File: config.mk
export PLATFORM = sky130hd
export DESIGN_NAME = q_policy_reader_flat
export DESIGN_NICKNAME = d
export VERILOG_FILES = /design/src/rtl/q_policy_reader_if.sv /design/src/rtl/q_policy_reader.sv /design/src/flat_wrapper.sv
export SDC_FILE = /design/constraint.sdc
export NUM_CORES = 1
export LEC_CHECK = 0
export ABC_AREA = 1
export CORE_MARGIN = 3
export CORE_UTILIZATION = 45
export CTS_CLUSTER_DIAMETER = 80
export DETAILED_ROUTE_END_ITERATION = 16
export HOLD_SLACK_MARGIN = 0.12
export PLACE_DENSITY = 0.86
export SETUP_SLACK_MARGIN = 0.15
export SLEW_MARGIN = 20
export SYNTH_ARGS = -nofsm -noshare
export SYNTH_HDL_FRONTEND = slang
export SYNTH_SLANG_ARGS = --single-unit
File: constraint.sdc
create_clock -name i_clk -period 1.85 [get_ports i_clk]
set_clock_uncertainty 0.15 [all_clocks]
set_input_delay 0.185 -clock i_clk [delete_from_list [all_inputs] [get_ports i_clk]]
set_output_delay 0.185 -clock i_clk [all_outputs]
set_load 0.01 [all_outputs]
File: src/rtl/q_policy_reader_if.sv
// q_policy_reader_if
// Groups the request, response and Q-table read-port signals of the greedy
// policy reader into a single bundle.
//   slave  : the reader itself (accepts requests, drives the table port)
//   master : the surrounding system (issues requests, serves table reads)
// Signal names keep their i_/o_ prefixes as seen from the reader.
interface q_policy_reader_if #(
  parameter int STATE_WIDTH  = 6,
  parameter int ACTION_WIDTH = 2,
  parameter int DATA_WIDTH   = 8,
  parameter int ADDR_WIDTH   = 8
);
  logic                    i_req_valid;
  logic                    o_req_ready;
  logic [STATE_WIDTH-1:0]  i_req_state;
  logic                    o_rsp_valid;
  logic                    i_rsp_ready;
  logic [ACTION_WIDTH-1:0] o_rsp_action;
  logic [DATA_WIDTH-1:0]   o_rsp_qval;
  logic                    o_q_rd;
  logic [ADDR_WIDTH-1:0]   o_q_addr;
  logic [DATA_WIDTH-1:0]   i_q_data;
  logic                    i_q_busy;

  modport slave (
    input  i_req_valid, i_req_state, i_rsp_ready, i_q_data, i_q_busy,
    output o_req_ready, o_rsp_valid, o_rsp_action, o_rsp_qval, o_q_rd, o_q_addr
  );

  modport master (
    output i_req_valid, i_req_state, i_rsp_ready, i_q_data, i_q_busy,
    input  o_req_ready, o_rsp_valid, o_rsp_action, o_rsp_qval, o_q_rd, o_q_addr
  );
endinterface

File: src/rtl/q_policy_reader.sv
// q_policy_reader
// Greedy-policy readout: for a requested state, reads all Q(s,a) entries from
// the Q-table read port and returns the arg-max action and its Q value.
// Yields the table port whenever the writer holds i_q_busy.
// Ports:
//   i_clk  : clock, rising edge
//   i_rst  : asynchronous active-high reset
//   bus    : q_policy_reader_if.slave (request, response, table read port)
//
// state | meaning
// IDLE  | ready for a request
// READ  | issuing one table read per action, stalling on i_q_busy
// DRAIN | capturing the data of the last read
// RESP  | holding the result until the consumer accepts it
module q_policy_reader #(
  parameter int STATE_WIDTH  = 6,
  parameter int ACTION_WIDTH = 2,
  parameter int DATA_WIDTH   = 8,
  parameter int ADDR_WIDTH   = 8
) (
  input logic              i_clk,
  input logic              i_rst,
  q_policy_reader_if.slave bus
);
  localparam logic [ACTION_WIDTH-1:0] LAST_ACT = {ACTION_WIDTH{1'b1}};

  typedef enum logic [1:0] {IDLE, READ, DRAIN, RESP} state_e;

  state_e                  state_q, state_d;
  logic [STATE_WIDTH-1:0]  st_q;
  logic [ACTION_WIDTH-1:0] cnt_q;
  logic [ACTION_WIDTH-1:0] tag_q;
  logic                    rd_pending_q;
  logic                    first_q;
  logic [DATA_WIDTH-1:0]   best_q;
  logic [ACTION_WIDTH-1:0] best_act_q;

  logic req_ready, rsp_valid, q_rd;

  always_ff @(posedge i_clk or posedge i_rst) begin
    if (i_rst) state_q <= IDLE;
    else       state_q <= state_d;
  end

  always_comb begin
    state_d = state_q;
    case (state_q)
      IDLE:    if (bus.i_req_valid) state_d = READ;
      READ:    if (q_rd && cnt_q == LAST_ACT) state_d = DRAIN;
      DRAIN:   state_d = RESP;
      RESP:    if (bus.i_rsp_ready) state_d = IDLE;
      default: state_d = IDLE;
    endcase
  end

  always_comb begin
    req_ready = 1'b0;
    rsp_valid = 1'b0;
    q_rd      = 1'b0;
    case (state_q)
      IDLE:    req_ready = 1'b1;
      READ:    q_rd      = !bus.i_q_busy;
      RESP:    rsp_valid = 1'b1;
      default: ;
    endcase
  end

  // Datapath: request latch, action counter and running arg-max.
  // tag_q remembers which action the in-flight read belongs to, since cnt_q
  // has already moved on by the time its data returns.
  always_ff @(posedge i_clk or posedge i_rst) begin
    if (i_rst) begin
      st_q         <= '0;
      cnt_q        <= '0;
      tag_q        <= '0;
      rd_pending_q <= 1'b0;
      first_q      <= 1'b0;
      best_q       <= '0;
      best_act_q   <= '0;
    end else begin
      rd_pending_q <= q_rd;
      tag_q        <= cnt_q;
      if (state_q == IDLE && bus.i_req_valid) begin
        st_q    <= bus.i_req_state;
        cnt_q   <= '0;
        first_q <= 1'b1;
      end else if (q_rd) begin
        cnt_q <= cnt_q + 1'b1;
      end
      // Strictly-greater replace keeps the lowest action index on ties.
      if (rd_pending_q) begin
        first_q <= 1'b0;
        if (first_q || bus.i_q_data > best_q) begin
          best_q     <= bus.i_q_data;
          best_act_q <= tag_q;
        end
      end
    end
  end

  assign bus.o_req_ready  = req_ready;
  assign bus.o_rsp_valid  = rsp_valid;
  assign bus.o_q_rd       = q_rd;
  assign bus.o_q_addr     = ADDR_WIDTH'({st_q, cnt_q});
  assign bus.o_rsp_action = best_act_q;
  assign bus.o_rsp_qval   = best_q;
endmodule

File: src/flat_wrapper.sv
// flat-port wrapper written by rule: the top's interface ports become plain ports
module q_policy_reader_flat 
#(
  parameter int STATE_WIDTH  = 6,
  parameter int ACTION_WIDTH = 2,
  parameter int DATA_WIDTH   = 8,
  parameter int ADDR_WIDTH   = 8
)
  (i_clk, i_rst, bus_i_req_valid, bus_i_req_state, bus_i_rsp_ready, bus_i_q_data, bus_i_q_busy, bus_o_req_ready, bus_o_rsp_valid, bus_o_rsp_action, bus_o_rsp_qval, bus_o_q_rd, bus_o_q_addr);
  q_policy_reader_if #(.STATE_WIDTH(STATE_WIDTH), .ACTION_WIDTH(ACTION_WIDTH), .DATA_WIDTH(DATA_WIDTH), .ADDR_WIDTH(ADDR_WIDTH)) bus_i ();
  input logic i_clk;
  input logic i_rst;
  input wire logic [$bits(bus_i.i_req_valid)-1:0] bus_i_req_valid;
  input wire logic [$bits(bus_i.i_req_state)-1:0] bus_i_req_state;
  input wire logic [$bits(bus_i.i_rsp_ready)-1:0] bus_i_rsp_ready;
  input wire logic [$bits(bus_i.i_q_data)-1:0] bus_i_q_data;
  input wire logic [$bits(bus_i.i_q_busy)-1:0] bus_i_q_busy;
  output wire logic [$bits(bus_i.o_req_ready)-1:0] bus_o_req_ready;
  output wire logic [$bits(bus_i.o_rsp_valid)-1:0] bus_o_rsp_valid;
  output wire logic [$bits(bus_i.o_rsp_action)-1:0] bus_o_rsp_action;
  output wire logic [$bits(bus_i.o_rsp_qval)-1:0] bus_o_rsp_qval;
  output wire logic [$bits(bus_i.o_q_rd)-1:0] bus_o_q_rd;
  output wire logic [$bits(bus_i.o_q_addr)-1:0] bus_o_q_addr;
  assign bus_i.i_req_valid = bus_i_req_valid;
  assign bus_i.i_req_state = bus_i_req_state;
  assign bus_i.i_rsp_ready = bus_i_rsp_ready;
  assign bus_i.i_q_data = bus_i_q_data;
  assign bus_i.i_q_busy = bus_i_q_busy;
  assign bus_o_req_ready = bus_i.o_req_ready;
  assign bus_o_rsp_valid = bus_i.o_rsp_valid;
  assign bus_o_rsp_action = bus_i.o_rsp_action;
  assign bus_o_rsp_qval = bus_i.o_rsp_qval;
  assign bus_o_q_rd = bus_i.o_q_rd;
  assign bus_o_q_addr = bus_i.o_q_addr;
  q_policy_reader #(.STATE_WIDTH(STATE_WIDTH), .ACTION_WIDTH(ACTION_WIDTH), .DATA_WIDTH(DATA_WIDTH), .ADDR_WIDTH(ADDR_WIDTH)) u_core (.i_clk(i_clk), .i_rst(i_rst), .bus(bus_i));
endmodule
# Yosys cells after proc, flatten, opt, wreduce, memory -nomap -nowiden
# Cells that the tools add are included.
# W data, S select, Z words.
# word_totals
output_inout_bits,21
register_bits,24
input_bits,19
word_cells,37
# classes
order_cmp,1
add_sub_neg,1
eq_ne,7
mux,11
n_reduce_logical,9
# op_table
operator,count
$mux W2,5
$gt A8 B8 Y1,1
$pmux W2 S4,1
$eq A2 B2 Y1 const B,3
$mux W1,5
$ne A2 B2 Y1 const B,2
$reduce_bool A2 Y1,2
$reduce_and A3 Y1,1
$add A2 B1 Y2 const B,1
$eq A2 B1 Y1 const B,1
$logic_and A1 B1 Y1,2
$logic_not A2 Y1,1
$ne A2 B1 Y1 const B,1
$reduce_and A2 Y1,1
$logic_not A1 Y1,1
$logic_or A1 B1 Y1,1

# Depth between registers and ports, before layout
# Gate-level depths: netlist (run 1).
# depth
ltp_word,5
ltp_mapped,14
mapped_depth_nobuf,14

# Worst setup path after synthesis (run 1)
# Ideal clock, no wire load.
# synth_path
path_type,register to register
from,reg u_core.best_q[7] (netlist: u_core.bus.o_rsp_qval[7])
to,reg u_core.best_act_q[0] (netlist: u_core.bus.o_rsp_action[0])
setup_slack_ps,195
setup_ps,117
t_required_ps,1583
t_arrival_ps,1388
period_less_slack_ps,1655
stages_incl_launch_ff,11
path_buffers,1
cell_sequence,dfrtp_1 -> inv_1 -> ha_1 -> a21o_1 -> nor2_1 -> nand2_1 -> nand2_1 -> nand2_2 -> buf_6 -> nand3_1 -> nand2_1
# synth_between
elab_chain_cells,3
# synth_lines
element,line_no,rtl
start: declaration,q_policy_reader.sv:35,logic [DATA_WIDTH-1:0] best_q;
start signal: assignment,q_policy_reader.sv:94,best_q <= bus.i_q_data;
$gt A8 B8 Y1,q_policy_reader.sv:93,if (first_q || bus.i_q_data > best_q) begin
$logic_or A1 B1 Y1,q_policy_reader.sv:93,
$reduce_and A2 Y1 (no source line),--,
end signal: assignment,q_policy_reader.sv:95,best_act_q <= tag_q;
end: declaration,q_policy_reader.sv:36,logic [ACTION_WIDTH-1:0] best_act_q;
# No other way between the ends.
# A chain may end at the register's enable or synchronous reset.

# Final worst setup path (run 1)
# layout_path
from,reg u_core.state_q[1]
to,out bus_o_q_rd
# layout_between
elab_chain_cells,2
# layout_lines
element,line_no,rtl
start: declaration,q_policy_reader.sv:29,"state_e state_q, state_d;"
start signal: assignment,q_policy_reader.sv:42,else state_q <= state_d;
$eq A2 B1 Y1,q_policy_reader.sv:60,case (state_q)
$mux W1,q_policy_reader.sv:60,
end: declaration,flat_wrapper.sv:22,output wire logic [$bits(bus_i.o_q_rd)-1:0] bus_o_q_rd;
# No other way between the ends.

==> flow_metrics.tcl, run 1 <==
set metrics [dict create \
    hp-class "in -> reg" \
    pin_count 40 \
    dp_slack_ns -0.130 \
    routed_wl_mm 3.15 \
    finalHoldViolations 0 \
    crit_path_end_kind "primary output" \
    ys_ff_latch 24 \
    r2r_slack_ns 0.13 \
    drc 0 \
    synth_top_area_share_pct 48.5 \
    relSlewSlack_pct 63.9 \
    die_h_um 58.5 \
    finalSetupTns_ns 0 \
    avgViaCountPerCell 5.03 \
    synth_area_leaders "dfrtp_1, nand2_1, ha_1" \
    fin_ws_ns 0.118 \
    critPathLaunchType "register" \
    track_usage_pct 18.1 \
    clkLatencyLatePin_ns 0.31 \
    p_clk_share_pct 11.8 \
    via_count 1172 \
    max_freq_ghz 0.577 \
    rows 18 \
    syn_area_mm2 0.00124 \
    yosysTopAreaCell "dfrtp_1" \
    power.switching_uw 1190 \
    syn_avg_cell_area_um2 8.72 \
    min_period_over_period_pct 93.6 \
    cts_sinks 24 \
    critPathRequiredTime_ns 1.51 \
    min_to "u_core.st_q[0]" \
    ir_drop_mv 1.04 \
    tritoncts "built" \
    switching_share_pct 38.0 \
    grt_overflow_total 0 \
    min_from "bus_i_req_state[0]" \
    period_minus_slack_ns 1.73 \
    start_util_pct 48.7 \
    seqPwrFrac_pct 30.3 \
    tightest_slew_ns 0.541 \
    crit_chain "inv_2 -> ha_4 -> inv_2 -> nor2_4 -> dlygate4sd2_1" \
    antenna_found_initial 0 \
    cp_top_family "buffers and inverters" \
    path_class "reg -> out" \
    max-cap-violations 0 \
    gp_congestion 0.809 \
    io_buffers 39 \
    total_power_uw 3130 \
    drt-wirelength-per-cell_um 13.5 \
    drtAntennaViolNets 0 \
    firstDrtPassIters 4 \
    nNetsFinal 236 \
    cpPeakStageDelay_ns 0.41 \
    fp.coreArea_mm2 0.00254 \
    grt_pass1_vias 1194 \
    worstPathArrival_ns 1.40 \
    finalSetupViolations 0 \
    critPathMaxFanout 3 \
    htree_levels 1 \
    drtIter0Drc 46 \
    ctsRootBufferMaster "clkbuf_4" \
    grt_max_degree 17 \
    fillers 171 \
    cp_slowest_cell "dfrtp_1" \
    die_width_um 58.5 \
    rr_worst_depth 11 \
    fin_util_pct 78.4 \
    r2r-end "u_core.bus.o_rsp_qval[7]" \
    place_inst 218 \
    netlist_instances 142 \
    cts_buffers 3 \
    syn-num-nets 174 \
    area_growth_pct 61.1 \
    reg2reg_from "u_core.bus.o_rsp_qval[3]" \
    path_buf_inv 3 \
    min_path_cells 3 \
    p_per_area_mw_per_mm2 1570 \
    crit_path_frequent_cell "inv_2" \
    clk_pin_slew_ns 0.13 \
    synth_seq_area_share_pct 48.5 \
    layout.cells.non_filler 233 \
    cellInternalPower_uw 1940 \
    drive_above_1_share_pct 27.6 \
    rsz0062_at_grt "yes" \
    status "finished clean" \
    comb_power_share_pct 57.9 \
    p_leak_uw 0.00104 \
    slew_violations 0 \
    dieArea_mm2 0.00342 \
    grt_pass1_wl_mm 4.88 \
    yosysWarnings 0 \
    dp_hpwl_mm 2.21 \
    cts.path.max_buffers 2 \
    diodes 0 \
    ys_types 19 \
]
-- synthesized netlist by cell type (all sizes together) --
cell type	count
a21o	1
a21oi	6
buf	2
bufinv	1
dfrtp	24
ha	13
inv	20
nand2	53
nand3	10
nand4	1
nor2	7
nor3	1
o21ai	2
o221ai	1
-- cells in the final DEF, fill, tap and decap left out, drive strengths merged --
master         count
nand3             10
o221ai             1
clkbuf             5
dlygate4sd3        1
nand2             54
buf               18
clkdlybuf4s50     32
dfrtp             24
a21oi              6
o21ai              2
bufinv             2
nor2               7
nand4              1
dlygate4sd2        1
dlymetal6s2s       4
inv               20
a21o               1
ha                13
nor3               1
-- final cells by class --
| cell class | count | area (um^2) | area share [%] |
|---|---|---|---|
| multi-input combinational | 96 | 658 | 33.0 |
| sequential | 24 | 601 | 30.1 |
| timing repair buffer | 58 | 554 | 27.8 |
| inverter | 21 | 92.6 | 4.64 |
| tap | 30 | 37.5 | 1.88 |
| clock inverter | 1 | 30.0 | 1.50 |
| clock buffer | 3 | 22.5 | 1.13 |
-- state kept, by name (all words and copies together), names as in the netlist --
register / flops
u_core.bus.o_rsp_action: 2
u_core.bus.o_rsp_qval: 8
u_core.cnt_q: 2
u_core.first_q: 1
u_core.rd_pending_q: 1
u_core.st_q: 6
u_core.state_q: 2
u_core.tag_q: 2
-- per-layer routing --
layer / global-route usage, % / part of all wire, % / up-vias
met3: 3.29 / 7.5 / 2
met2: 35.2 / 56 / 47
met4: 3.64 / 0.41 / 0
li1: - / - / 566
met5: 0 / 0 / -
met1: 20.2 / 36 / 557
-- repair_timing --
item	4_1_cts	5_1_grt
gates cloned	1	0
pin swaps	13	13
resized for setup	18	21
hold endpoints to repair	8	0
endpoints found under the setup margin	14	19
hold buffers	1	0
buffers inserted	7	2
-- worst register-to-register path, cell delays in order (launching register included) --
cell and delay [ns]:
dfrtp_1 0.40, inv_1 0.09, ha_4 0.20, a21oi_1 0.14
nand2_1 0.07, nand2_1 0.05, nand2_1 0.05, nand2_2 0.07
nand2_4 0.09, buf_12 0.15, nand3_2 0.05, nand2_1 0.07
-- worst max-delay path by stage --
stage                                        start                         end  slack, ns  cells past startpoint
after floorplan           u_core.bus.o_rsp_qval[7]  u_core.bus.o_rsp_action[0]       0.20                     10
after global placement             bus_i_q_data[5]    u_core.bus.o_rsp_qval[4]      -0.11                     11
after detailed placement           bus_i_q_data[1]    u_core.bus.o_rsp_qval[1]      -0.13                     13
after CTS                        u_core.state_q[1]                  bus_o_q_rd        0.1                      5
after global routing      u_core.bus.o_rsp_qval[1]    u_core.bus.o_rsp_qval[7]      -0.01                     13
final                            u_core.state_q[1]                  bus_o_q_rd       0.12                      5
-- power by group through the flow --
stage               clock network, uW  registers (uW)  logic, uW
finish                            370             947       1810
global route                      403             979       1990
CTS                               375             933       1690
detailed placement                  0             955       1460
global placement                    0             942       1390
floorplan                           0             994        722
-- metrics by stage --
stage	instance area, um^2	hold slack [ns]
2_1_floorplan	1240	0.0496
3_3_place_gp	1730	0.279
3_5_place_dp	1730	0.290
4_1_cts	1920	0.248
5_1_grt	2000	0.244
6_report	2000	0.254
-- cell families after synthesis --
group | Yosys count | share of synthesized area (%)
DFF | 24 | 48.5
AOI/OAI and AO/OA | 10 | 5.05
adders and majority gates | 13 | 13.1
buffers and inverters | 23 | 8.99
and+or+nand+nor | 72 | 24.3
(Power assumes the default switching activity.)
==> run 2, diff against run 1 <==
- GPL_TIMING_DRIVEN: not set -> 0
- RECOVER_POWER: not set -> 100
==> run 2 against run 1 <==
Against the previous run:
- the run now ends with negative setup slack left
- core utilization rose by 0.25 points
- critical path depth rose by 6
- global-route usage fell by 0.43 points
- clock-buffer cell count rose by 1
- register-to-register slack got worse by 0.19 ns
- routed wire length rose by 9.0%
- sequential share of layout area fell by 0.094 points
- largest cell class unchanged
- largest power group unchanged
==> flow_metrics.tcl, run 2 (synthesis results as in run 1) <==
set metrics [dict create \
    ir_drop_mv 1.03 \
    p_leak_uw 0.00100 \
    routed_wl_mm 3.43 \
    period_minus_slack_ns 1.91 \
    ctsRootBufferMaster "clkbuf_4" \
    min_period_over_period_pct 103 \
    critPathMaxFanout 5 \
    finalHoldWorstSlack_ns 0.241 \
    cpPeakStageDelay_ns 0.40 \
    firstDrtPassIters 4 \
    clk_pin_slew_ns 0.13 \
    dieArea_mm2 0.00342 \
    antenna_found_initial 0 \
    drc 0 \
    drive_above_1_share_pct 30.5 \
    grt_pass1_wl_mm 4.67 \
    dp_hpwl_mm 1.94 \
    die_h_um 58.5 \
    max_freq_ghz 0.523 \
    final_cell_area_mm2 0.00200 \
    layout_commonest_cell "nand2_1" \
    hp-class "in -> reg" \
    io_buffers 39 \
    grt_pass1_vias 1094 \
    pin_count 40 \
    critPathLaunchType "register" \
    crit_path_end_kind "register" \
    fin_ws_ns -0.0630 \
    track_usage_pct 17.7 \
    postPlaceCellArea_mm2 0.00167 \
    worstPathArrival_ns 1.97 \
    relSlewSlack_pct 39.9 \
    grt_overflow_total 0 \
    drtIter0Drc 35 \
    tritoncts "built" \
    diodes 0 \
    avgViaCountPerCell 5.03 \
    clkLatencyLatePin_ns 0.31 \
    status "finished with violations" \
    largest_reg_flops 8 \
    rsz0062_at_grt "yes" \
    nNetsFinal 236 \
    finalHoldViolations 0 \
    path_class "reg -> reg" \
    via_count 1173 \
    gp_congestion 0.767 \
    drtAntennaViolNets 0 \
    area_growth_pct 61.6 \
    cts_sinks 24 \
    slew_violations 0 \
    htree_levels 1 \
    max-cap-violations 0 \
    finalSetupViolations 10 \
    rows 18 \
    grt_max_degree 25 \
    critPathRequiredTime_ns 1.91 \
    start_util_pct 48.7 \
    die_width_um 58.5 \
    fp.coreArea_mm2 0.00254 \
    crit_chain "inv_1 -> ha_1 -> nand2_2 -> nor2_1 -> nor2_1 -> nand2_1 -> nand2_2 -> nand2_4 -> buf_6 -> nand3_2 -> nand2_1" \
    cts_buffers 3 \
    ctsHoldBuffers 0 \
    drt-wirelength-per-cell_um 14.7 \
    p_per_area_mw_per_mm2 1540 \
    tightest_slew_ns 0.901 \
    fillers 168 \
    cp_slowest_cell "dfrtp_1" \
    violations "negative setup slack" \
    cts.path.max_buffers 2 \
    mostFrequentLayoutCells "nand2_1, dfrtp_1, clkdlybuf4s50_1" \
]
run 2: worst paths after layout:
path                       depth (start not counted)  slack (ns)                startpoint                  endpoint
max in group asynchronous                          2        0.66                     i_rst  u_core.bus.o_rsp_qval[7]
min in group asynchronous                          2        0.34                     i_rst            u_core.st_q[2]
max reg2reg                                       11       -0.06  u_core.bus.o_rsp_qval[6]  u_core.bus.o_rsp_qval[6]
min reg2reg                                        0        0.28           u_core.cnt_q[0]           u_core.tag_q[0]
max                                               11       -0.06  u_core.bus.o_rsp_qval[6]  u_core.bus.o_rsp_qval[6]
min                                                3        0.24        bus_i_req_state[0]            u_core.st_q[0]
run 2: worst max-delay path, delay by kind of cell, from the launching register on:
kind / cells / cell delay (ns)
flip-flops: 1 / 0.40
AND/OR/NAND/NOR: 8 / 0.74
buffers and inverters: 2 / 0.23
adder cells (fa/ha/maj): 1 / 0.30
run 2: per-stage QoR:
| step | setup slack (ns) | power (uW) | utilization [%] | TNS (ns) | std cells |
|---|---|---|---|---|---|
| 6_report | -0.0630 | 3080 | 78.7 | -0.338 | 233 |
| 5_1_grt | -0.0870 | 3320 | 78.7 | -0.623 | 233 |
| 4_1_cts | 0.137 | 2750 | 69.8 | 0 | 222 |
| 3_5_place_dp | -0.0945 | 2340 | 65.5 | -0.802 | 211 |
| 3_3_place_gp | -0.0493 | 2260 | 65.5 | -0.473 | 211 |
| 2_1_floorplan | 0.195 | 1720 | - | 0 | 142 |
run 2: timing repair:
| item | CTS | global route |
|---|---|---|
| cloned | 1 | 1 |
| pin swaps | 3 | 23 |
| setup buffers | 6 | 10 |
| gates resized for setup | 13 | 37 |
| setup endpoints to repair | 13 | 18 |
run 2: layout make-up:
type | count | area, um^2 | share of cell area, %
clock buffers | 4 | 36.3 | 1.81
plain buffers | 2 | 18.8 | 0.938
repair buffers | 56 | 505 | 25.3
multi-input cells | 96 | 711 | 35.5
inverters | 21 | 92.6 | 4.63
flip-flops and latches | 24 | 601 | 30.0
well taps | 30 | 37.5 | 1.88
run 2: report_power, final:
group          total (uW)  switching, uW  internal (uW)
logic                1890            942            944
clock network         275            155            120
registers             916            154            763
run 2: metal layers:
layer | routed length [um] | track usage [%]
met2 | 1830 | 32.4
met1 | 1320 | 20.7
met5 | 0 | 0
met3 | 191 | 3.51
met4 | 96 | 4.97
==> run 3, diff against run 2 <==
- CELL_PAD_IN_SITES_DETAIL_PLACEMENT: not set -> 0
- CELL_PAD_IN_SITES_GLOBAL_PLACEMENT: not set -> 2
- CORE_UTILIZATION: 45 -> 26
==> run 3 against run 2 <==
Against the previous run:
- total power decreased by 4.1%
- maximum frequency rose by 10%
- the flow now finishes without violations
- first-iteration DRC count increased by 20%
- routed wire length down 6.4%
- critical path type is now reg -> out
- setup slack improved by 0.17 ns
- sequential power grew 1%
==> flow_metrics.tcl, run 3 (synthesis results as in run 1) <==
set metrics [dict create \
    p_clk_share_pct 10.6 \
    antenna_found_initial 0 \
    final_cell_area_mm2 0.00202 \
    critPathRequiredTime_ns 1.51 \
    tritoncts "built" \
    grt_max_degree 25 \
    switching_share_pct 40.1 \
    relSlewSlack_pct 37.7 \
    mostFrequentLayoutCells "nand2_1, dfrtp_1, dlygate4sd3_1" \
    critPathLaunchType "register" \
    via_count 1120 \
    r2r_slack_ns 0.16 \
    period_minus_slack_ns 1.74 \
    routed_wl_mm 3.21 \
    cts_buffers 3 \
    min_to "u_core.bus.o_rsp_qval[3]" \
    slew_violations 0 \
    diodes 0 \
    path_class "reg -> out" \
    finalSetupViolations 0 \
    drtIter0Drc 42 \
    drt-wirelength-per-cell_um 12.8 \
    pin_count 40 \
    dp_hpwl_mm 2.08 \
    drive_above_1_share_pct 30.8 \
    grt_pass1_wl_mm 5.09 \
    die_h_um 75.0 \
    ctsRootBufferMaster "clkbuf_8" \
    power.switching_uw 1180 \
    rr_worst_depth 9 \
    clk_pin_slew_ns 0.09 \
    cts.path.max_buffers 2 \
    finalHoldViolations 0 \
    drtAntennaViolNets 0 \
    cts_sinks 24 \
    finalHoldWorstSlack_ns 0.102 \
    fin_util_pct 45.1 \
    max-cap-violations 0 \
    tightest_slew_ns 0.933 \
    clkLatencyLatePin_ns 0.26 \
    io_buffers 39 \
    avgViaCountPerCell 4.48 \
    min_from "bus_i_q_data[3]" \
    start_util_pct 27.7 \
    p_per_area_mw_per_mm2 1460 \
    critPathMaxFanout 2 \
    cellInternalPower_uw 1770 \
    seqPwrFrac_pct 31.3 \
    min_period_over_period_pct 94.0 \
    min_path_cells 3 \
    fp.coreArea_mm2 0.00447 \
    gp_congestion 0.733 \
    largest_reg_flops 8 \
    r2r-end "u_core.state_q[0]" \
    status "finished clean" \
    htree_levels 1 \
    comb_power_share_pct 58.1 \
    area_growth_pct 62.9 \
    dieArea_mm2 0.00563 \
    hp-class "in -> reg" \
    grt_overflow_total 0 \
    drc 0 \
    finalSetupTns_ns 0 \
    nNetsFinal 232 \
    grt_pass1_vias 1158 \
    firstDrtPassIters 4 \
    fillers 435 \
    postPlaceCellArea_mm2 0.00169 \
    die_width_um 75.0 \
    reg2reg_from "u_core.state_q[1]" \
    track_usage_pct 11.5 \
    crit_path_end_kind "primary output" \
    worstPathArrival_ns 1.40 \
    p_leak_uw 0.00103 \
    max_freq_ghz 0.575 \
    layout_commonest_cell "nand2_1" \
    ir_drop_mv 0.515 \
    rows 24 \
    rsz0062_at_grt "yes" \
]
[run 3: worst max-delay path: stages (launching register included)]
cell and delay [ns]:
dfrtp_1 0.40, buf_4 0.15, dlygate4sd3_1 0.59
[run 3: timing repair]
| action | 4_1_cts | 5_1_grt |
|---|---|---|
| endpoints found under the hold margin | 0 | 4 |
| resized for setup | 11 | 43 |
| pin swaps | 8 | 21 |
| buffers inserted | 7 | 2 |
| endpoints found under the setup margin | 13 | 12 |
| hold buffers | 0 | 3 |
| cloned | 1 | 1 |
[run 3: layout make-up]
class	instances	area (um^2)	area share, %
Buffer	2	18.8	0.930
Timing Repair Buffer	52	499	24.7
Sequential cell	24	601	29.8
Tap cell	52	65.1	3.22
Inverter	21	92.6	4.59
Multi-Input combinational cell	96	701	34.7
Clock buffer	3	41.3	2.05
[run 3: per-layer routing]
metal  track usage, %  vias to the layer above  wire [um]
met2             21.0                       37       1620
met3             3.60                        4        187
met4             1.78                        0         42
met5                0                        -          0
li1                 -                      556          -
met1             13.3                      523       1360
[run 3: power groups by stage]
stage,sequential (uW),combinational (uW),clock (uW)
floorplan,994,722,0
global placement,923,1370,0
detailed placement,941,1410,0
CTS,919,1580,329
global route,955,1930,347
finish,925,1710,312
[run 3: through the flow]
stage | cells | setup WS (ns) | power (uW)
floorplan | 142 | 0.195 | 1720
global placement | 233 | -0.0832 | 2300
detailed placement | 233 | -0.111 | 2350
CTS | 244 | 0.0469 | 2830
global route | 250 | 0.0309 | 3230
finish | 250 | 0.111 | 2950
[run 3: worst max-delay path by stage]
stage,to,from
floorplan,u_core.bus.o_rsp_action[0],u_core.bus.o_rsp_qval[7]
global placement,u_core.bus.o_rsp_action[0],bus_i_q_data[5]
detailed placement,u_core.bus.o_rsp_qval[7],bus_i_q_data[5]
CTS,bus_o_q_rd,u_core.state_q[1]
global route,u_core.bus.o_rsp_action[0],u_core.bus.o_rsp_qval[5]
finish,bus_o_rsp_qval[7],u_core.bus.o_rsp_qval[7]
